===== src/rtl/mmac_pkg.sv =====
`default_nettype none
// +-----------------------------------------------------------------------+
// | mmac_pkg                                                              |
// | Shared types and constants for the MMAC operand loader slice.         |
// | Revision: 1.0                                                         |
// +-----------------------------------------------------------------------+
package mmac_pkg;

    typedef enum logic [1:0] {
        LOAD_A  = 2'd0,
        LOAD_B  = 2'd1,
        PRESENT = 2'd2
    } loader_state_e;

    localparam int N      = 4;
    localparam int ELEM_W = 8;
    localparam int TILE_W = N * N * ELEM_W;

    // Bit offset of element [r][c] inside a packed N x N tile.
    function automatic int elem_off(input int r, input int c, input int n, input int w);
        return (r * n + c) * w;
    endfunction

endpackage
`default_nettype wire


===== src/rtl/mmac_tile_reg.sv =====
`default_nettype none
// +-----------------------------------------------------------------------+
// | mmac_tile_reg                                                         |
// | N-row tile register written one row at a time; async active-low clear.|
// | Revision: 1.0                                                         |
// +-----------------------------------------------------------------------+
module mmac_tile_reg #(
    parameter int N      = 4,
    parameter int ELEM_W = 8,
    parameter int ROW_W  = 2
) (
    input  logic                    clk,
    input  logic                    rst,
    input  logic                    we,
    input  logic [ROW_W-1:0]        row,
    input  logic [N*ELEM_W-1:0]     din,
    output logic [N*N*ELEM_W-1:0]   q
);
    import mmac_pkg::*;

    generate
        for (genvar r = 0; r < N; r++) begin : g_row
            logic [N*ELEM_W-1:0] r_row;

            always_ff @(posedge clk or negedge rst) begin
                if (!rst) begin
                    r_row <= '0;
                end else if (we && (row == ROW_W'(r))) begin
                    r_row <= din;
                end
            end

            assign q[elem_off(r, 0, N, ELEM_W) +: N*ELEM_W] = r_row;
        end
    endgenerate

endmodule
`default_nettype wire


===== src/rtl/mmac_operand_loader.sv =====
`default_nettype none
// +-----------------------------------------------------------------------+
// | mmac_operand_loader                                                   |
// | Assembles A then B tiles from row beats and presents them to the MAC. |
// | Revision: 1.0                                                         |
// +-----------------------------------------------------------------------+
module mmac_operand_loader #(
    parameter int N       = 4,
    parameter int ELEM_W  = 8,
    parameter int K_TILES = 4
) (
    input  logic                    clk,
    input  logic                    rst,
    input  logic                    flush,
    input  logic                    in_valid,
    output logic                    in_ready,
    input  logic [N*ELEM_W-1:0]     in_data,
    output logic                    out_valid,
    input  logic                    out_ready,
    output logic [N*N*ELEM_W-1:0]   matrix_a,
    output logic [N*N*ELEM_W-1:0]   matrix_b,
    output logic                    out_clear,
    output logic                    out_last,
    output logic [7:0]              tile_idx
);
    import mmac_pkg::*;

    localparam int              ROW_W       = (N > 1) ? $clog2(N) : 1;
    localparam logic [ROW_W-1:0] C_ROW_LAST  = ROW_W'(N - 1);
    localparam logic [7:0]       C_TILE_LAST = 8'(K_TILES - 1);

    loader_state_e      r_state;
    loader_state_e      w_state_nxt;
    logic [ROW_W-1:0]   r_row_cnt;
    logic [ROW_W-1:0]   w_row_nxt;
    logic [7:0]         r_tile_idx;
    logic [7:0]         w_tile_nxt;
    logic               r_clear;
    logic               r_last;
    logic               w_we_a;
    logic               w_we_b;

    // Handshake outputs decode state only, so no combinational path from in_valid/out_ready.
    assign in_ready  = (r_state != PRESENT);
    assign out_valid = (r_state == PRESENT);
    assign tile_idx  = r_tile_idx;
    assign out_clear = r_clear;
    assign out_last  = r_last;

    always_comb begin
        w_state_nxt = r_state;
        w_row_nxt   = r_row_cnt;
        w_tile_nxt  = r_tile_idx;
        w_we_a      = 1'b0;
        w_we_b      = 1'b0;

        if (flush) begin
            w_state_nxt = LOAD_A;
            w_row_nxt   = '0;
            w_tile_nxt  = 8'd0;
        end else begin
            case (r_state)
                LOAD_A: begin
                    if (in_valid) begin
                        w_we_a = 1'b1;
                        if (r_row_cnt == C_ROW_LAST) begin
                            w_row_nxt   = '0;
                            w_state_nxt = LOAD_B;
                        end else begin
                            w_row_nxt = r_row_cnt + ROW_W'(1);
                        end
                    end
                end
                LOAD_B: begin
                    if (in_valid) begin
                        w_we_b = 1'b1;
                        if (r_row_cnt == C_ROW_LAST) begin
                            w_row_nxt   = '0;
                            w_state_nxt = PRESENT;
                        end else begin
                            w_row_nxt = r_row_cnt + ROW_W'(1);
                        end
                    end
                end
                PRESENT: begin
                    if (out_ready) begin
                        w_state_nxt = LOAD_A;
                        w_tile_nxt  = (r_tile_idx == C_TILE_LAST) ? 8'd0 : r_tile_idx + 8'd1;
                    end
                end
                default: begin
                    w_state_nxt = LOAD_A;
                    w_row_nxt   = '0;
                end
            endcase
        end
    end

    always_ff @(posedge clk or negedge rst) begin
        if (!rst) begin
            r_state    <= LOAD_A;
            r_row_cnt  <= '0;
            r_tile_idx <= 8'd0;
            r_clear    <= 1'b1;
            r_last     <= (K_TILES == 1);
        end else begin
            r_state    <= w_state_nxt;
            r_row_cnt  <= w_row_nxt;
            r_tile_idx <= w_tile_nxt;
            // Framing flags track the index so they stay stable while a pair is stalled.
            r_clear    <= (w_tile_nxt == 8'd0);
            r_last     <= (w_tile_nxt == C_TILE_LAST);
        end
    end

    mmac_tile_reg #(
        .N      (N),
        .ELEM_W (ELEM_W),
        .ROW_W  (ROW_W)
    ) u_tile_a (
        .clk (clk),
        .rst (rst),
        .we  (w_we_a),
        .row (r_row_cnt),
        .din (in_data),
        .q   (matrix_a)
    );

    mmac_tile_reg #(
        .N      (N),
        .ELEM_W (ELEM_W),
        .ROW_W  (ROW_W)
    ) u_tile_b (
        .clk (clk),
        .rst (rst),
        .we  (w_we_b),
        .row (r_row_cnt),
        .din (in_data),
        .q   (matrix_b)
    );

endmodule
`default_nettype wire


===== config.mk =====
export PLATFORM = sky130hd
export DESIGN_NAME = mmac_operand_loader
export DESIGN_NICKNAME = d
export VERILOG_FILES = /design/src/rtl/mmac_pkg.sv /design/src/rtl/mmac_tile_reg.sv /design/src/rtl/mmac_operand_loader.sv
export SDC_FILE = /design/constraint.sdc
export NUM_CORES = 1
export LEC_CHECK = 0
export CAP_MARGIN = 10
export CORE_ASPECT_RATIO = 2
export CORE_UTILIZATION = 53
export CTS_BUF_LIST = sky130_fd_sc_hd__clkbuf_4
export DETAILED_ROUTE_END_ITERATION = 8
export PLACE_DENSITY = 0.95
export SETUP_SLACK_MARGIN = 0.2
export SYNTH_ARGS = -nofsm -noshare
export SYNTH_HDL_FRONTEND = slang
export SYNTH_HIERARCHICAL = 1
export SYNTH_SLANG_ARGS = --single-unit

===== constraint.sdc =====
create_clock -name clk -period 3.1 [get_ports clk]
set_input_delay 0.62 -clock clk [delete_from_list [all_inputs] [get_ports clk]]
set_output_delay 0.62 -clock clk [all_outputs]
set_load 0.02 [all_outputs]

# Word level (Yosys, flattened, before mapping)
# Index checks and enable logic that the tools add are counted.
totals:
  regBits: 270
  in_bits: 37
  out_inout_bits: 268
  elab_cells: 64
classes:
  addsub: 2
  eq_ne: 15
  muxes: 20
  reduce_logical: 14
op_table:
  columns: ["operator", "n"]
  rows:
  - ["2-to-1 mux 8 bit", 4]
  - ["2-to-1 mux 2 bit", 9]
  - ["== test 8 x 2 -> 1 bit, second input constant", 2]
  - ["!= test 3 bit, second input constant", 4]
  - ["adder 8 x 1 -> 8 bit, second input constant", 1]
  - ["logical AND 1 bit", 8]
  - ["logical NOT 8 bit", 1]
  - ["== test 2 bit, second input constant", 3]
  - ["one-hot mux 2 bit (3 select lines)", 1]
  - ["2-to-1 mux 1 bit", 5]
  - ["AND reduction 5 bit", 1]
  - ["== test 2 x 1 -> 1 bit, second input constant", 2]
  - ["logical NOT 2 bit", 2]
  - ["!= test 2 bit, second input constant", 2]
  - ["one-hot mux 2 bit (2 select lines)", 1]
  - ["!= test 3 x 1 -> 1 bit, second input constant", 1]
  - ["!= test 3 x 2 -> 1 bit, second input constant", 1]
  - ["adder 2 x 1 -> 2 bit, second input constant", 1]
  - ["AND reduction 2 bit", 1]
  - ["OR reduction 2 bit", 1]

# Depth between registers and ports, before layout
logic_depth:
  depth_word: 6
  ltp_mapped: 6
  mapped_depth_nobuf: 5

# Cells and area by module
# The synthesis kept the hierarchy.
modules_own_cells:
  columns: ["module", "instances", "cells_per_inst", "area_each_um2", "seq_area_each_um2"]
  rows:
  - ["mmac_tile_reg", 2, 272, 4744.6, 3203.1]
  - ["mmac_operand_loader", 1, 94, 928.4, 351.6]

# Worst setup path after synthesis
# OpenSTA, ideal clock, no wires.
synth_timing:
  path_kind: "input-to-reg"
  start: "input port in_valid"
  end: "register u_tile_a.g_row[0].r_row[10]"
  setup_time_ns: 0.125
  arrival_ns: 2.166
  required_time_ns: 2.975
  slack_ns: 0.809
  cell_stages: 5
  path_buffers: 2
  path_cell_list: "clkbuf_1 -> nor4b_1 -> nor3b_2 -> buf_4 -> mux2_2"
synth_between:
  elab_chain_len: 4
synth_lines:
  columns: ["element", "line", "source"]
  rows:
  - ["start, declared", "mmac_operand_loader.sv:15", "input logic in_valid,"]
  - ["2-to-1 mux 1 bit", "mmac_operand_loader.sv:64", "if (in_valid) begin"]
  - ["2-to-1 mux 1 bit", "mmac_operand_loader.sv:62", "case (r_state)"]
  - ["2-to-1 mux 1 bit", "mmac_operand_loader.sv:57", "if (flush) begin"]
  - ["named net w_we_a", "mmac_operand_loader.sv:40", "logic w_we_a;"]
  - ["logical AND 1 bit", "mmac_tile_reg.sv:28", "end else if (we && (row == ROW_W'(r))) begin"]
  - ["end signal, assigned", "mmac_tile_reg.sv:29", "r_row <= din;"]
  - ["end, declared", "mmac_tile_reg.sv:23", "logic [N*ELEM_W-1:0] r_row;"]
# The timed path passes the listed nets, and every way through them passes these cells.
# A chain may end at the register's enable or synchronous reset.

# Final worst setup path
layout_timing:
  start: "register r_state[1]"
  end: "output port out_valid"
layout_between:
  elab_chain_len: 1
layout_lines:
  columns: ["element", "line", "source"]
  rows:
  - ["start, declared", "mmac_operand_loader.sv:32", "loader_state_e r_state;"]
  - ["start signal, assigned", "mmac_operand_loader.sv:107", "r_state <= w_state_nxt;"]
  - ["== test 2 bit", "mmac_operand_loader.sv:45", "assign out_valid = (r_state == PRESENT);"]
  - ["end, declared", "mmac_operand_loader.sv:18", "output logic out_valid,"]
# Every way passes these cells.

==> run_results.csv <==
group,metric,value,unit
die,initial_core_util,0.540,
logic_synthesis,synth-seq-cells,270,
route,drt_iter0_markers,234,
hold_path,min_path_cells,1,
global_routing,grt_max_degree,86,
logic_synthesis,synth_top_cell_area_share,0.646,
timing,setup_viol,0,
worst_setup_path,path_class,"flip-flop to output port",
power,peakVddDrop,446,uV
global_routing,grt_pass1_wl,43100,um
route,drt-total-wl,27900,um
logic_synthesis,synth_cell_types,47,
worst_setup_path,worst_setup_path_end_kind,"output port",
power,p_switching,2.81,mW
logic_synthesis,syn_area_per_cell,16.3,um2
logic_synthesis,yosysTopAreaCell,"dfrtp_1",
worst_setup_path,crit_chain,"nor2b_2, clkdlybuf4s50_1",
run,max_cap_viol_count,0,
clocking,cts_tree,"done",
clocking,h-tree-depth,2,
worst_setup_path,timing.rr.end,"u_tile_b/g_row[0].r_row[7]$_DFFE_PN0P_",
worst_setup_path,path_max_fanout,10,
status,outcome,"finished clean",
timing,slew_headroom,0.598,
global_routing,antenna_found_initial,1,
hold_path,min_path_type,"flip-flop to flip-flop",
route,ant_nets,0,
layout,mostFrequentLayoutCells,"clkdlybuf4s50_1, dfrtp_1, mux2_2",
route,drt_pass1_iterations,4,
placement,portBuffers,304,
die,ioPinCount,305,
layout,fill_cells,1150,
logic_synthesis,synth_edf_count,0,
placement,hpwl,19400,um
power,p_seq_frac,0.458,
layout,layout_commonest_cell,"clkdlybuf4s50_1",
timing,fmax,365,MHz
logic_synthesis,netlist_area,0.0104,mm2
worst_setup_path,r2r_start,"r_state[0]$_DFFE_PN0P_",
power,p_int,6.65,mW
global_routing,grt_pass1_vias,7544,
timing,rsz0062_at_grt,"false",
logic_synthesis,synth_flop_cell,"dfrtp_1",
layout,final_area,0.0145,mm2
placement,dp.cells,1191,
worst_setup_path,cp-start-kind,"flip-flop",
timing,fin_crit,2.74,ns
timing,tns,0,ns
worst_setup_path,r2r_cells,5,
placement,gp_congestion,0.834,
power,powerDensity,652,mW/mm2
logic_synthesis,synth.net_count,678,
layout,seqCellArea,0.00676,mm2
layout,fin_util,0.753,
worst_setup_path,cp.arrival,2.12,ns
clocking,clock-sinks,270,
placement,dpl-instance-area,0.0138,mm2
worst_setup_path,cpMaxStageDelayCell,"clkdlybuf4s50_1",
logic_synthesis,syn_inst,638,
timing,finalCritPeriodShare,0.884,
die,die_w,101,um
clocking,clk_latency,0.66,ns
timing,hold_viol_final,0,
global_routing,overflow,0,
power,combPwrFrac,0.273,
die,die-height,200,um
layout,area_growth,39.3,%
worst_setup_path,r2r_slack,0.90,ns
clocking,clk_pin_slew,0.07,ns
clocking,cts_buffers,56,
route,wl_per_cell,21.7,um
power,p_leak,6.76,nW
layout,multi_input_area,0.00350,mm2
layout,nets,1031,
die,rows,72,
layout,drive_above_1_share,0.366,
timing,tightest_slew,0.598,ns
hold_path,min_to,"u_tile_a/g_row[0].r_row[5]$_DFFE_PN0P_",
power,clkPwrFrac,0.269,
clocking,root_buffer,"clkbuf_4",
route,vias_per_cell,5.38,
timing,fin_skew,0.0260,ns
logic_synthesis,synthTopCellsByArea,"dfrtp_1, mux2_2, buf_2, buf_4, mux2_1",
route,drc_errors,0,
timing,final_max_slew_viol_count,0,
logic_synthesis,yosysWarnings,6,
route,via_count,6910,
logic_synthesis,async_flop_share,1.00,
logic_synthesis,yosysSeqAreaShare,0.649,
worst_setup_path,cpLargestDelayFamily,"buffers and inverters",
clocking,cts.path.max_buffers,3,
die,core_area,0.0193,mm2
layout,fin_cells,1284,
worst_setup_path,required,2.48,ns
power,switching_share,0.297,
die,dieArea,0.0203,mm2
worst_setup_path,path_buf_inv,1,
worst_setup_path,cp_slowest_stage_delay,0.66,ns
hold_path,hold_start,"u_tile_a/g_row[0].r_row[5]$_DFFE_PN0P_",
global_routing,grt.total_usage,0.287,
clocking,cts_setup_buffers,0,
[power groups by stage]
stage / combinational, mW / clock, mW / sequential (mW)
6_report: 2.58 / 2.54 / 4.34
3_3_place_gp: 2.52 / 0 / 4.35
4_1_cts: 2.60 / 2.63 / 4.33
3_5_place_dp: 2.58 / 0 / 4.39
2_1_floorplan: 0.503 / 0 / 5.02
5_1_grt: 2.69 / 2.79 / 4.39
[metrics by stage]
| stage | setup slack (ns) | power [mW] | hold slack, ns |
|---|---|---|---|
| 2_1_floorplan | 0.809 | 5.52 | 0.324 |
| 3_3_place_gp | 0.328 | 6.87 | 0.469 |
| 3_5_place_dp | 0.257 | 6.98 | 0.474 |
| 4_1_cts | 0.298 | 9.56 | 0.488 |
| 5_1_grt | 0.245 | 9.87 | 0.499 |
| 6_report | 0.360 | 9.46 | 0.486 |
[Yosys cell counts (all sizes together) (2+ instances only)]
library cell	n
xnor2	3
dfrtp	269
a31oi	2
mux2i	2
clkbuf	2
inv	3
nand2	5
nand3b	5
ha	3
nand3	5
xor2	4
nor2	11
a2111oi	2
a21oi	4
nor4b	2
buf	28
mux2	256
nand4	2
nor3b	2
nor4	3
nand4b	2
nor3	7
[layout make-up]
type / instances / area share
Tap cell: 259 / 0.0223
Clock inverter: 8 / 0.00397
Sequential cell: 270 / 0.466
Multi-Input combinational cell: 335 / 0.241
Antenna cell: 1 / 0.000172
Clock buffer: 83 / 0.0429
Timing Repair Buffer: 325 / 0.223
Inverter: 3 / 0.000776
[worst reg2reg max path: cells and delay by family, from the launching register on]
kind	cells	cell delay, ns
muxes	1	0.39
buffers and inverters	1	0.32
DFF	1	0.50
and+or+nand+nor	3	0.85
[state kept, by name, indices dropped and copies added (netlist names)]
signal	flops
u_tile_b/g_row.r_row	128
u_tile_a/g_row.r_row	128
tile_idx	8
out_clear	1
out_last	1
r_state	2
r_row_cnt	2
[worst max path at each step]
stage                                start                                       to  slack (ns)  depth (start not counted)
floorplan                         in_valid  u_tile_a/g_row[0].r_row[10]$_DFFE_PN0P_        0.81                          5
global placement                  in_valid  u_tile_b/g_row[0].r_row[14]$_DFFE_PN0P_        0.33                          6
detailed placement                in_valid  u_tile_b/g_row[0].r_row[19]$_DFFE_PN0P_        0.26                          6
CTS                 r_state[1]$_DFFE_PN0P_                                out_valid        0.30                          2
global route        r_state[1]$_DFFE_PN0P_                                out_valid        0.25                          2
finish              r_state[1]$_DFFE_PN0P_                                out_valid        0.36                          2
[cell families (layout without fill, tap and decap cells)]
family                     Yosys count  after routing  share of synthesized area
xor gates and xnor gates             7              7                    0.00589
DFF                                270            270                      0.649
muxes                              258            258                      0.279
buffers and inverters               33            419                     0.0175
and+or+nand+nor                     52             52                     0.0344
AOI/OAI and AO/OA                   15             15                     0.0113
other                                0              1                          0
adders and majority gates            3              3                    0.00360
[routing by layer]
layer	wire, um	GRT usage	vias up
li1	-	-	3027
met1	9440	0.299	3519
met2	15300	0.504	275
met3	1480	0.0600	89
met4	1680	0.189	0
met5	0	0	-
[repair_timing]
action                                  4_1_cts  5_1_grt
hold buffers                                  1        0
endpoints found under the setup margin        2        0
gates resized for setup                       2        0
hold endpoints to repair                     73        0
No activity file was read; power rests on OpenSTA's default activity.
